### config.mk
export PLATFORM = sky130hd
export DESIGN_NAME = dcache_miss_ctrl
export DESIGN_NICKNAME = d
export VERILOG_FILES = /design/src/rtl/dcache_miss_ctrl_pkg.sv /design/src/rtl/dcache_word_lane.sv /design/src/rtl/dcache_miss_ctrl.sv
export SDC_FILE = /design/constraint.sdc
export NUM_CORES = 1
export LEC_CHECK = 0
export ABC_AREA = 1
export CORE_AREA = 2 2 285 287
export DETAILED_ROUTE_END_ITERATION = 8
export DIE_AREA = 0 0 287 289
export SLEW_MARGIN = 15
export SYNTH_ARGS = -nofsm -noshare
export SYNTH_HDL_FRONTEND = slang
export SYNTH_SLANG_ARGS = --single-unit
### constraint.sdc
create_clock -name clk -period 1.9 [get_ports clk]
set_input_delay 0.285 -clock clk [delete_from_list [all_inputs] [get_ports clk]]
set_output_delay 0.285 -clock clk [all_outputs]
set_load 0.05 [all_outputs]
### src/rtl/dcache_miss_ctrl_pkg.sv
// Shared types and geometry for the D-cache miss controller.
// Holds the FSM state encoding, address geometry and address-slice helpers.
package dcache_miss_ctrl_pkg;

   localparam int ADDR_W     = 32;
   localparam int OFFSET_W   = 4;
   localparam int INDEX_W    = 5;
   localparam int TAG_W      = ADDR_W - INDEX_W - OFFSET_W;
   localparam int BLOCK_BITS = 128;
   localparam int BADDR_W    = TAG_W + INDEX_W;

   typedef enum logic [1:0] {
      S_IDLE,
      S_WB,
      S_REFILL,
      S_FILL
   } state_e;

   // {tag,index} of a byte address
   function automatic logic [BADDR_W-1:0] blk_addr(
      input logic [ADDR_W-1:0] a
   );
      return a[ADDR_W-1:OFFSET_W];
   endfunction

   // 32b word position inside the 16B block
   function automatic logic [1:0] word_sel(
      input logic [ADDR_W-1:0] a
   );
      return a[3:2];
   endfunction

endpackage

### src/rtl/dcache_word_lane.sv
// Word lane: picks a 32b word out of a block and builds store lanes.
// Ports: block_i/word_sel_i select rdata_o; byte_en_i/wdata_i give bytes_access_o, data_rep_o.
module dcache_word_lane
   import dcache_miss_ctrl_pkg::*;
(
   input  logic [BLOCK_BITS-1:0] block_i,
   input  logic [1:0]            word_sel_i,
   input  logic [3:0]            byte_en_i,
   input  logic [31:0]           wdata_i,
   output logic [31:0]           rdata_o,
   output logic [15:0]           bytes_access_o,
   output logic [BLOCK_BITS-1:0] data_rep_o
);

   assign rdata_o        = block_i[{word_sel_i, 5'b00000} +: 32];
   assign bytes_access_o = {12'b0, byte_en_i} << {word_sel_i, 2'b00};
   // the SRAM picks the right copy through bytes_access_o
   assign data_rep_o     = {4{wdata_i}};

endmodule

### src/rtl/dcache_miss_ctrl.sv
// D-cache controller: serves hits in the request cycle and runs writeback/refill/fill on a miss.
// Ports: cpu_* to the MEM stage, sram_* to the 2-way array, mem_* to data memory; rst is async active-low.
module dcache_miss_ctrl
   import dcache_miss_ctrl_pkg::*;
(
   input  logic                  clk,
   input  logic                  rst,
   input  logic                  cpu_req,
   input  logic                  cpu_wen,
   input  logic [ADDR_W-1:0]     cpu_addr,
   input  logic [3:0]            cpu_byte_en,
   input  logic [31:0]           cpu_wdata,
   output logic [31:0]           cpu_rdata,
   output logic                  cpu_stall,
   output logic                  sram_en,
   output logic                  sram_wen,
   output logic                  sram_dmemWen,
   output logic [15:0]           sram_bytesAccess,
   output logic [BADDR_W-1:0]    sram_blockAddr,
   output logic [BLOCK_BITS-1:0] sram_dataIn,
   input  logic                  sram_hit,
   input  logic                  sram_dirty,
   input  logic [TAG_W-1:0]      sram_victim_tag,
   input  logic [BLOCK_BITS-1:0] sram_dataOut,
   output logic                  mem_req,
   output logic                  mem_wen,
   output logic [ADDR_W-1:0]     mem_addr,
   output logic [BLOCK_BITS-1:0] mem_wdata,
   input  logic [BLOCK_BITS-1:0] mem_rdata,
   input  logic                  mem_ready
);

   state_e                  state_q, state_d;
   logic [BADDR_W-1:0]      addr_q, addr_d;
   logic [TAG_W-1:0]        vtag_q, vtag_d;
   logic [BLOCK_BITS-1:0]   vdata_q, vdata_d;
   logic [BLOCK_BITS-1:0]   fill_q, fill_d;

   logic [31:0]             lane_rdata;
   logic [15:0]             lane_be;
   logic [BLOCK_BITS-1:0]   lane_rep;

   // byte offset inside the word is the core's concern
   logic                    addr_lsb_unused;
   assign addr_lsb_unused = ^cpu_addr[1:0];

   dcache_word_lane u_lane (
      .block_i        (sram_dataOut),
      .word_sel_i     (word_sel(cpu_addr)),
      .byte_en_i      (cpu_byte_en),
      .wdata_i        (cpu_wdata),
      .rdata_o        (lane_rdata),
      .bytes_access_o (lane_be),
      .data_rep_o     (lane_rep)
   );

   always_comb begin
      state_d          = state_q;
      addr_d           = addr_q;
      vtag_d           = vtag_q;
      vdata_d          = vdata_q;
      fill_d           = fill_q;
      cpu_rdata        = '0;
      cpu_stall        = 1'b0;
      sram_en          = 1'b0;
      sram_wen         = 1'b0;
      sram_dmemWen     = 1'b0;
      sram_bytesAccess = '0;
      sram_blockAddr   = addr_q;
      sram_dataIn      = '0;
      mem_req          = 1'b0;
      mem_wen          = 1'b0;
      mem_addr         = '0;
      mem_wdata        = '0;
      unique case (state_q)
         S_IDLE: begin
            sram_en        = cpu_req;
            sram_blockAddr = blk_addr(cpu_addr);
            if (cpu_req && sram_hit) begin
               if (cpu_wen) begin
                  sram_wen         = 1'b1;
                  sram_bytesAccess = lane_be;
                  sram_dataIn      = lane_rep;
               end else begin
                  cpu_rdata = lane_rdata;
               end
            end else if (cpu_req) begin
               // victim info is only valid in this lookup cycle
               cpu_stall = 1'b1;
               addr_d    = blk_addr(cpu_addr);
               vtag_d    = sram_victim_tag;
               vdata_d   = sram_dataOut;
               state_d   = sram_dirty ? S_WB : S_REFILL;
            end
         end
         S_WB: begin
            cpu_stall = 1'b1;
            mem_req   = 1'b1;
            mem_wen   = 1'b1;
            mem_addr  = {vtag_q, addr_q[INDEX_W-1:0],
                         {OFFSET_W{1'b0}}};
            mem_wdata = vdata_q;
            if (mem_ready) state_d = S_REFILL;
         end
         S_REFILL: begin
            cpu_stall = 1'b1;
            mem_req   = 1'b1;
            mem_addr  = {addr_q, {OFFSET_W{1'b0}}};
            if (mem_ready) begin
               fill_d  = mem_rdata;
               state_d = S_FILL;
            end
         end
         S_FILL: begin
            cpu_stall        = 1'b1;
            sram_en          = 1'b1;
            sram_wen         = 1'b1;
            sram_dmemWen     = 1'b1;
            sram_bytesAccess = '1;
            sram_dataIn      = fill_q;
            state_d          = S_IDLE;
         end
         default: state_d = S_IDLE;
      endcase
   end

   always_ff @(posedge clk or negedge rst) begin
      if (!rst) begin
         state_q <= S_IDLE;
         addr_q  <= '0;
         vtag_q  <= '0;
         vdata_q <= '0;
         fill_q  <= '0;
      end else begin
         state_q <= state_d;
         addr_q  <= addr_d;
         vtag_q  <= vtag_d;
         vdata_q <= vdata_d;
         fill_q  <= fill_d;
      end
   end

endmodule

* After elaboration in Yosys (flattened, before gate mapping) *
Cells that the tools add are included.

word-level totals
  register bits after elaboration = 309
  bits in latches = 0
  bits in writable memories = 0
  memory bits (read-only) = 0
  bits of input ports = 354
  output and inout bits = 370
  logic and storage cells = 50
  memories = 0

cells by class
  add/sub/neg operators = 0
  $mul = 0
  divide/modulo/power cells = 0
  order comparisons = 0
  equality and inequality tests = 7
  shifts and indexed selects = 2
  multiplexer cells = 28
  bitwise operators = 1
  reduce and logical (&&, ||, !) cells = 7

operator list
  cell                number
  $mux 128            3
  $pmux 128 s2        1
  $shiftx 128x8->32   1
  $mux 32             3
  $pmux 32 s2         1
  $mux 16             2
  $pmux 16 s2         1
  $mux 28             1
  $shl 4x4->16        1
  $mux 2              5
  $ne 2x2->1 const B  4
  $pmux 2 s4          1
  $mux 1              7
  $pmux 1 s2          3
  $eq 2x2->1 const B  2
  $reduce_and 4->1    1
  $reduce_and 3->1    1
  $reduce_or 3->1     1
  $eq 2x1->1 const B  1
  $logic_not 2->1     1
  $reduce_and 2->1    1
  $reduce_or 2->1     1
  $logic_and 1x1->1   1
  $not 1->1           1

* Longest topological paths before layout *
  depth after elaboration = 4
  depth in mapped cells = 9
  mapped depth without buffers = 6

* Hierarchy *
From an unflattened synthesis, not the netlist that was laid out.

second synthesis, totals
  cells, all modules = 2816
  area, all modules = 18751.7 um^2

modules (own cells, without submodules)
  module            instances  cells an instance  area an instance (um^2)  sequential area each (um^2)
  dcache_miss_ctrl  1          2290               16066.7                  7732.4
  dcache_word_lane  1          526                2685.1                   0.0

* Worst setup path after synthesis *
No wires, ideal clock.

  kind = reg2out
  start = register state_q[0]
  end = output sram_dataIn[26]
  arrival time = 2414 ps
  required time = 1615 ps
  slack = -799 ps
  stages on the path, launching flop included = 7
  buffers on the path = 3
  cells stage by stage = dfrtp_1 ha_1 buf_2 buf_2 buf_1 nand2_1 a21oi_1

on the way
  cells in the longest elaborated chain, start to end = 2
  elaborated cells on any way between the ends = 3
  classes of those cells = 1 x eq/ne; 1 x mux; 1 x reduce/logical

RTL lines
  item                                                  line                     source
  from (decl)                                           dcache_miss_ctrl.sv:33   state_e state_q, state_d;
  from (signal assigned)                                dcache_miss_ctrl.sv:135  state_q <= state_d;
  $eq 2x2->1 / $logic_not 2->1 (equally long branches)  dcache_miss_ctrl.sv:75   unique case (state_q)
  $pmux 128 s2 (*)                                      dcache_miss_ctrl.sv:75
  to (decl)                                             dcache_miss_ctrl.sv:20   output logic [BLOCK_BITS-1:0] sram_dataIn,

Every way passes the cells marked *; elsewhere a longest branch is shown, timed or not.

* Worst setup path after layout *
  start = register state_q[1]
  end = output mem_wdata[53]

on the way
  cells in the longest elaborated chain, start to end = 2

RTL lines
  item        line                    source
  $eq 2x1->1  dcache_miss_ctrl.sv:75
  $mux 128    dcache_miss_ctrl.sv:75
  to (decl)   dcache_miss_ctrl.sv:28  output logic [BLOCK_BITS-1:0] mem_wdata,

No other way between the ends.

==> flow_metrics.env <==
export IMPL_synthMuxAreaShare_pct=0
export IMPL_drive_above_1_share_pct=40.6
export IMPL_yosysSeqAreaShare_pct=45.2
export IMPL_max_freq_mhz=399
export IMPL_synth_fa_ha_area_share_pct=0.366
export IMPL_holdWs_ns=0.125
export IMPL_report_final_hold_viol_count=0
export IMPL_yosys_top_cells_area="dfrtp_1 45%, nand2_1 22%, nand3_1 6.7%, inv_1 6.7%, a21oi_1 5.4%"
export IMPL_power_frac_clock_pct=12.3
export IMPL_worstPathRequired_ns=1.62
export IMPL_hp_class="in -> reg"
export IMPL_yosys_register_bits=309
export IMPL_cts_root_buf="clkbuf_16"
export IMPL_status="finished, violations left"
export IMPL_wl_per_cell_um=22.1
export IMPL_layout_common_cells="816 x nand2_1, 426 x buf_12, 346 x clkdlybuf4s50_1"
export IMPL_fin_crit_ns=2.51
export IMPL_violations="setup timing"
export IMPL_die_y_um=289
export IMPL_vdd_drop_max_v=0.000959
export IMPL_nNetsFinal=3708
export IMPL_pwr_share_comb_pct=68.8
export IMPL_crit_path_start_kind="flip-flop"
export IMPL_crit_fanout=7
export IMPL_grt_ovfl_total=0
export IMPL_mostFrequentLayoutCell="nand2_1"
export IMPL_syn_to_final_growth_pct=124
export IMPL_netlist_instances=2474
export IMPL_die_area_sq_um=82900
export IMPL_wl_um=98400
export IMPL_synthSimpleGateAreaFrac_pct=30.0
export IMPL_synth_compound_area_share_pct=12.7
export IMPL_drv_cap=0
export IMPL_setup_viol=435
export IMPL_fp_dieW_um=287
export IMPL_seqPwrFrac_pct=18.9
export IMPL_clk_latency_ns=0.55
export IMPL_crit_end="mem_wdata[53]"
export IMPL_htreeDepth=2
export IMPL_endpoint_kind="primary output"
export IMPL_rows=104
export IMPL_synth_avg_cell_area_sq_um=6.92
export IMPL_grt_pass1_vias=19995
export IMPL_skew_ns=0.0162
export IMPL_rrSetupSlack_ns=-0.10
export IMPL_place_ws_ns=-0.472
export IMPL_dr_pass1_iters=6
export IMPL_grt_pass1_wl_um=134000
export IMPL_coreArea_sq_um=79900
export IMPL_synth_top_area_share_pct=45.2
export IMPL_yosys_area_top_type="dfrtp_1"
export IMPL_start_util_pct=21.4
export IMPL_max_slew_margin_pct=63.0
export IMPL_portBuffers=717
export IMPL_p_sw_share_pct=46.7
export IMPL_detail_route_antenna_nets=0
export IMPL_synth_top_family_by_area="simple AND/OR/NAND/NOR gates"
export IMPL_drt_iter0_markers=1167
export IMPL_finalWorstSetupSlack_ns=-0.609
export IMPL_yosysWarningCount=0
export IMPL_r2r_start="state_q[0]$_DFFE_PN0P_"
export IMPL_register_area_sq_um=7730
export IMPL_tightestPinTransition_ns=0.555
export IMPL_ff2ff_path_depth=12
export IMPL_ios=724
export IMPL_multi_input_area_sq_um=11000
export IMPL_power_mw=63.3
export IMPL_p_leak_nw=16.4
export IMPL_r2r_end="vdata_q[96]$_DFFE_PN0P_"
export IMPL_fin_crit_sh_pct=132
export IMPL_syn_area_sq_um=17100
export IMPL_crit_arrival_ns=2.22
export IMPL_hpwl_um=70100
export IMPL_powerDensity_nw_per_um2=1650
export IMPL_p_sw_mw=29.5
export IMPL_rsz0062_at_grt="yes"
export IMPL_tritoncts="done"
export IMPL_via_count=20323
export IMPL_n_fill_cell=7230
export IMPL_synth_xor_area_share_pct=0
export IMPL_grt_use_total_pct=21.9
export IMPL_synthDistinctLibCells=23
export IMPL_routed_via_density=4.57
export IMPL_drcViolationCount=0
export IMPL_worstSetupPathType="reg -> out"
export IMPL_crit_start="state_q[1]$_DFFE_PN0P_"
export IMPL_path_clk_slew_ns=0.06
export IMPL_grt_max_degree=78
export IMPL_cts_sinks=309
export IMPL_cell_internal_pwr_mw=33.7
export IMPL_cts_path_max_buffers=3
export IMPL_cts_made_buffers=40
export IMPL_slew_viol_final=0
export IMPL_routabilityCongestion=0.901
export IMPL_antenna_found_initial=14
-- cell usage after synthesis (all sizes together) --
master,number
clkinv,2
inv,306
a21oi,189
o21bai,1
clkbuf,122
dfrtp,309
buf,62
o21ai,183
nand3,228
nor2,59
conb,1
nand4,2
ha,5
a31oi,4
nand2,1001
-- power groups by stage --
| stage | clock network (mW) | registers (mW) | logic (mW) |
|---|---|---|---|
| 4_1_cts | 7.97 | 11.5 | 40.6 |
| 3_5_place_dp | 0 | 11.4 | 35.7 |
| 3_3_place_gp | 0 | 11.3 | 35.4 |
| 5_1_grt | 8.20 | 12.3 | 45.5 |
| 2_1_floorplan | 0 | 10.9 | 19.7 |
| 6_report | 7.78 | 11.9 | 43.5 |
-- worst min-delay path by stage --
stage | from | end | slack (ns) | cells after the start
2_1_floorplan | rst | addr_q[0]$_DFFE_PN0P_ | -0.01 | 0
3_3_place_gp | rst | vdata_q[103]$_DFFE_PN0P_ | 0.29 | 1
3_5_place_dp | rst | vdata_q[103]$_DFFE_PN0P_ | 0.29 | 1
4_1_cts | mem_ready | fill_q[78]$_DFFE_PN0P_ | 0.08 | 3
5_1_grt | mem_ready | fill_q[78]$_DFFE_PN0P_ | 0.10 | 3
6_report | mem_ready | fill_q[78]$_DFFE_PN0P_ | 0.13 | 3
-- kinds of logic (layout without fill, tap and decap cells) --
group           Yosys count  in the layout
other cells               1             13
compound gates          377            377
flops                   309            309
fa+ha+maj                 5              5
buf+inv                 492           1390
simple gates           1290           1291
-- metal layers --
layer	share of wire (%)	GRT usage, %	vias up
met5	0.050	0	-
met4	5.4	10.5	6
met3	8.6	6.37	189
met2	50	37.9	899
met1	36	24.8	9798
li1	-	-	9431
-- critical path: stages (launching register included) --
cell and delay [ns]:
dfrtp_1 0.37, inv_2 0.07, buf_6 0.12, ha_4 0.21
buf_12 0.15, buf_12 0.14, clkbuf_16 0.18, nand2_4 0.07
clkinvlp_4 0.14, buf_12 0.18
-- sequential cells by signal (all words and copies together), names as in the netlist --
signal / cells
vdata_q: 128
vtag_q: 23
fill_q: 128
state_q: 2
addr_q: 28
-- repair_timing --
item | in CTS | in global routing
pin swaps | 51 | 83
buffers inserted | 29 | 26
gates cloned | 22 | 32
gates resized for setup | 263 | 288
endpoints found under the setup margin | 408 | 615
endpoints found under the hold margin | 36 | 0
hold buffers | 1 | 0
-- through the flow --
stage               cells  instance area [sq um]  TNS [ns]  util [%]
floorplan            2477                  19600    -76.40         -
global placement     4266                  33000    -57.47      41.3
detailed placement   4266                  33000    -62.12      41.3
CTS                  4384                  36200   -198.85      45.3
global route         4443                  38300   -225.95      47.9
finish               4445                  38300   -185.03      47.9
-- cell type report --
cell class | count | share of cell area, %
Clock inverter | 7 | 0.229
Inverter | 308 | 4.34
Multi-Input combinational cell | 1677 | 28.7
Tap cell | 1060 | 3.46
Timing Repair inverter | 1 | 0.0294
Clock buffer | 62 | 3.17
Timing Repair Buffer | 1012 | 39.8
Antenna cell | 9 | 0.0588
Sequential cell | 309 | 20.2
(Power assumes the default switching activity.)
